**src/rtl/ram_bist.sv**
```systemverilog
// March-style BIST initiator for the Hack RAM: two write/read-compare passes
// (seeded address pattern, then its complement) reporting pass, error count and first failure.
module ram_bist #(
    parameter int REG_W = 16,
    parameter int REG_N = 64,
    localparam int ADDR_W = $clog2(REG_N)
) (
    input  logic              clk,
    input  logic              rst_n,
    input  logic              start,
    input  logic [REG_W-1:0]  seed,
    output logic [REG_W-1:0]  ram_in,
    output logic              ram_load,
    output logic [ADDR_W-1:0] ram_address,
    input  logic [REG_W-1:0]  ram_out,
    output logic              busy,
    output logic              done,
    output logic              pass,
    output logic [ADDR_W+1:0] err_count,
    output logic [ADDR_W-1:0] first_err_addr,
    output logic              first_err_phase
);

    localparam logic [2:0] S_IDLE = 3'd0;
    localparam logic [2:0] S_W0   = 3'd1;
    localparam logic [2:0] S_R0   = 3'd2;
    localparam logic [2:0] S_W1   = 3'd3;
    localparam logic [2:0] S_R1   = 3'd4;
    localparam logic [2:0] S_DONE = 3'd5;

    logic [2:0]        state_q, state_d;
    logic [ADDR_W-1:0] addr_q, addr_d;
    logic [REG_W-1:0]  seed_q, seed_d;
    logic [ADDR_W+1:0] err_q, err_d;
    logic [ADDR_W-1:0] fea_q, fea_d;
    logic              fep_q, fep_d;
    logic              pass_q, pass_d;

    logic [REG_W-1:0]  pattern;
    logic              last_addr;
    logic              mismatch;

    assign pattern   = seed_q ^ REG_W'(addr_q);
    assign last_addr = (addr_q == ADDR_W'(REG_N - 1));
    assign mismatch  = ((state_q == S_R0) && (ram_out != pattern)) ||
                       ((state_q == S_R1) && (ram_out != ~pattern));

    always_comb begin
        state_d = state_q;
        addr_d  = addr_q;
        seed_d  = seed_q;
        err_d   = err_q;
        fea_d   = fea_q;
        fep_d   = fep_q;
        pass_d  = pass_q;

        // Error bookkeeping first so the final R1 compare is folded into pass.
        if (mismatch) begin
            if (err_q == '0) begin
                fea_d = addr_q;
                fep_d = (state_q == S_R1);
            end
            err_d = err_q + (ADDR_W+2)'(1);
        end

        case (state_q)
            S_IDLE: begin
                if (start) begin
                    state_d = S_W0;
                    seed_d  = seed;
                    addr_d  = '0;
                    err_d   = '0;
                    fea_d   = '0;
                    fep_d   = 1'b0;
                    pass_d  = 1'b0;
                end
            end
            S_W0: begin
                addr_d = addr_q + ADDR_W'(1);
                if (last_addr) state_d = S_R0;
            end
            S_R0: begin
                addr_d = addr_q + ADDR_W'(1);
                if (last_addr) state_d = S_W1;
            end
            S_W1: begin
                addr_d = addr_q + ADDR_W'(1);
                if (last_addr) state_d = S_R1;
            end
            S_R1: begin
                addr_d = addr_q + ADDR_W'(1);
                if (last_addr) begin
                    state_d = S_DONE;
                    pass_d  = (err_d == '0);
                end
            end
            S_DONE:  state_d = S_IDLE;
            default: state_d = S_IDLE;
        endcase
    end

    always_ff @(posedge clk or negedge rst_n) begin
        if (!rst_n) begin
            state_q <= S_IDLE;
            addr_q  <= '0;
            seed_q  <= '0;
            err_q   <= '0;
            fea_q   <= '0;
            fep_q   <= 1'b0;
            pass_q  <= 1'b0;
        end else begin
            state_q <= state_d;
            addr_q  <= addr_d;
            seed_q  <= seed_d;
            err_q   <= err_d;
            fea_q   <= fea_d;
            fep_q   <= fep_d;
            pass_q  <= pass_d;
        end
    end

    // RAM-side outputs depend only on registered state, never on ram_out or start.
    assign ram_load        = (state_q == S_W0) || (state_q == S_W1);
    assign ram_address     = addr_q;
    assign ram_in          = (state_q == S_W0) ? pattern :
                             (state_q == S_W1) ? ~pattern : '0;
    assign busy            = (state_q == S_W0) || (state_q == S_R0) ||
                             (state_q == S_W1) || (state_q == S_R1);
    assign done            = (state_q == S_DONE);
    assign pass            = pass_q;
    assign err_count       = err_q;
    assign first_err_addr  = fea_q;
    assign first_err_phase = fep_q;

endmodule

```
**config.mk**
```make
export PLATFORM = sky130hd
export DESIGN_NAME = ram_bist
export DESIGN_NICKNAME = d
export VERILOG_FILES = /design/src/rtl/ram_bist.sv
export SDC_FILE = /design/constraint.sdc
export NUM_CORES = 1
export LEC_CHECK = 0
export ABC_CLOCK_PERIOD_IN_PS = 3900
export CAP_MARGIN = 10
export CORE_MARGIN = 4
export CORE_UTILIZATION = 50
export CTS_BUF_LIST = sky130_fd_sc_hd__clkbuf_2
export DETAILED_ROUTE_END_ITERATION = 7
export PLACE_DENSITY = 0.94
export SLEW_MARGIN = 20
export SYNTH_ARGS = -nofsm -noshare
export SYNTH_HDL_FRONTEND = slang
export SYNTH_SLANG_ARGS = --single-unit
```
**constraint.sdc**
```tcl
create_clock -name clk -period 3.9 [get_ports clk]
set_input_delay 0.78 -clock clk [delete_from_list [all_inputs] [get_ports clk]]
set_output_delay 0.78 -clock clk [all_outputs]
set_load 0.05 [all_outputs]
```
==> results of run 1 <==
[registers in the layout, summed over array words and instances (netlist names)]
name,count
err_count,8
ram_address,6
first_err_phase,1
pass,1
first_err_addr,6
state_q,3
seed_q,16
[final timing paths]
| check | endpoint | from | cells after the start |
|---|---|---|---|
| max | ram_in[3] | state_q[1]$_DFFE_PN0P_ | 4 |
| min | state_q[1]$_DFFE_PN0P_ | rst_n | 1 |
| max reg2reg | first_err_addr[1]$_DFF_PN0_ | state_q[1]$_DFFE_PN0P_ | 6 |
| min reg2reg | seed_q[2]$_DFFE_PN0P_ | seed_q[2]$_DFFE_PN0P_ | 2 |
| max in group asynchronous | err_count[1]$_DFF_PN0_ | rst_n | 1 |
| min in group clk | seed_q[2]$_DFFE_PN0P_ | seed_q[2]$_DFFE_PN0P_ | 2 |
[metal layers]
layer	global-route usage, %	vias to the layer above
met2	38.10	74
met5	0	-
met1	28.27	1072
met4	8.897	0
met3	4.756	15
li1	-	1054
[cell type report]
cell class	instances	area (µm²)	share of cell area [%]
Clock inverter	3	68.82	2.099
Timing Repair Buffer	77	760.7	23.21
Inverter	5	18.77	0.5725
Tap cell	54	67.56	2.061
Multi-Input combinational cell	218	1311	40.00
Clock buffer	5	25.02	0.7634
Sequential cell	41	1026	31.30
[worst max-delay path, delay by kind of cell, from the launching register on]
kind                   cells  cell delay, ns
DFF                        1            0.98
and+or+nand+nor            2            0.32
buffers and inverters      2            1.09
[stage by stage]
stage	hold WS (ns)	util [%]	setup slack, ns
2_1_floorplan	0.4652	-	0.8516
3_5_place_dp	0.4817	67.87	0.4848
6_report	0.4308	69.87	0.3008
3_3_place_gp	0.4764	67.87	0.6193
4_1_cts	0.4592	69.87	0.2869
5_1_grt	0.4920	69.87	0.1488
[synth_stat cells, types with 3 or more instances]
master	n
ha_1	3
clkbuf_1	9
nor4_1	3
and3_1	5
inv_1	4
mux2i_1	9
dfrtp_1	41
buf_2	4
nor3b_1	3
nand4_1	8
nand3_1	6
nor3_1	6
xor2_1	16
o21ai_0	3
nor2_1	39
nand2_1	64
xnor2_1	31
[power by group through the flow]
stage,sequential (mW),clock [mW],combinational [mW]
after global placement,0.534,0,0.396
after CTS,0.530,0.337,0.407
final,0.530,0.334,0.405
after global routing,0.539,0.353,0.426
after floorplan,0.672,0,0.109
after detailed placement,0.535,0,0.405
[cells by family after synthesis]
kind of cell               count (synthesis)
AOI/OAI and AO/OA                         16
buffers and inverters                     20
adders and majority gates                  3
and+or+nand+nor                          142
DFF                                       41
muxes                                      9
xor gates and xnor gates                  48
==> impl_metrics.yaml, run 1 <==
clock_tree:
  numClockSinks: 41
  clockRootBuffer: "clkbuf_2"
  htreeDepth: 2
  cts_buffers: 5
  cts_tree: "done"
  cts.repair.resized: 0
  post_cts.repair.setup_buffers: 0
  insertion_delay_ns: 0.44
  cts_buffer_depth: 2
  cts_hold_buffers: 0
  clkTransAtPathRegs_ns: 0.25
flow_run:
  drv_cap: 0
synthesis:
  netlist_instances: 279
  syn_avg_cell_area_um2: 8.678
  synth_simple_gate_area_share_pct: 25.94
  synth_xor_area_share_pct: 17.67
  ys_async_sr_fraction_pct: 100.0
  synth-seq-cells: 41
  synth_area_leaders: "dfrtp_1 (42%), xnor2_1 (11%), nand2_1 (9.9%), nor2_1 (6.0%), xor2_1 (5.8%)"
  yosysWarnings: 0
  synthFlopType: "dfrtp_1"
  synth_top_family_by_area: "simple AND/OR/NAND/NOR gates"
  synth_top_area_share_pct: 42.38
  synth_area_mm2: 0.002421
  synth.largest_area_cell: "dfrtp_1"
  netlist-cell-type-count: 39
  synth_edf_count: 0
  synth-compound-area-share_pct: 5.271
  muxShareOfSynthArea_pct: 3.721
  synth_adder_area_share_pct: 1.550
  synth-seq-area-share_pct: 42.38
  synth_nets: 317
global_route:
  grt_max_degree: 42
  grt_pass1_vias: 2289
  grt_first_pass_wirelength_um: 10810
  antenna_found_initial: 0
  grt_overflow_total: 0
  grt.total_usage_pct: 22.62
final_layout:
  fillers: 364
  drive_gt1_share_pct: 4.871
  nets: 386
  postLayoutCellArea_mm2: 0.003278
  layout_commonest_cell: "clkdlybuf4s50_1"
  final_cell_mix: "clkdlybuf4s50_1 (74), nand2_1 (64), dfrtp_1 (41)"
  antenna_cells: 0
  final_cell_count_no_fill: 403
  syn2layout_area_growth_pct: 35.40
pwr:
  p_per_area_mw_per_mm2: 387.1
  total_leakage_power_nw: 1.450
  comb_power_share_pct: 31.9
  ir_worst_vdd_v: 0.0003904
  seq_power_share_pct: 41.8
  p_total_mw: 1.269
  pwr-share-clk_pct: 26.3
  p_sw_mw: 0.4638
  p_sw_share_pct: 36.55
  p_int_mw: 0.8051
sta:
  fin_crit_ns: 3.599
  grt_setup_unrepaired: "false"
  finalSetupTns_ns: 0
  relSlewSlack_pct: 38.82
  fin_crit_sh_pct: 92.29
  drv_slew: 0
  tightest_slew_ns: 0.9177
  finalClockSkew_ns: 0.03419
  setup_viol: 0
  fmax_mhz: 277.8
  hold_viol: 0
worst_setup_path:
  crit_chain: "inv_2 > nand2_1 > nor3b_1 > clkdlybuf4s50_1"
  reg2reg_slack_ns: 0.85
  crit_arrival_ns: 2.82
  crit_path_end_kind: "output pin"
  crit_required_ns: 3.12
  cp-start-kind: "flop"
  path_max_fanout: 19
  critical_path_class: "flop to output pin"
  max_stage_delay_ns: 0.98
  cpMaxStageDelayCell: "dfrtp_1"
detailed_routing:
  ant_nets: 0
  top_layer_used: "met4"
  wl_met1_um: 2756
  drt_iter0_drc: 149
  totalWireLength_um: 6542
  drc: 0
  wl_per_cell_um: 16.23
  drt-vias-per-instance: 5.496
  drt-pass1-iter-count: 4
  num_vias: 2215
  wl_met2_um: 3340
  wl_met3_um: 288
placement:
  place_inst: 395
  io_buffers: 75
  hpwl_um: 4627
  placed_area_mm2: 0.003184
  gp_congestion: 0.8166
floorplanning:
  rows: 25
  num_io_pins: 76
  die_h_um: 77.59
  core_area_mm2: 0.004692
  initial_core_util_pct: 51.60
  die_x_um: 77.59
  dieArea_mm2: 0.006019
run_status:
  status: "finished clean"
hold_path:
  hold_class: "primary input to async pin"
Note: power is estimated with default switching activity, not from simulation.
==> run 2: changes to the inputs <==
Settings changed: HOLD_SLACK_MARGIN set to 0.05, SLEW_MARGIN 20 to not set.
==> results of run 2 <==
Final layout, timing and power as in run 1 (identical DEF).
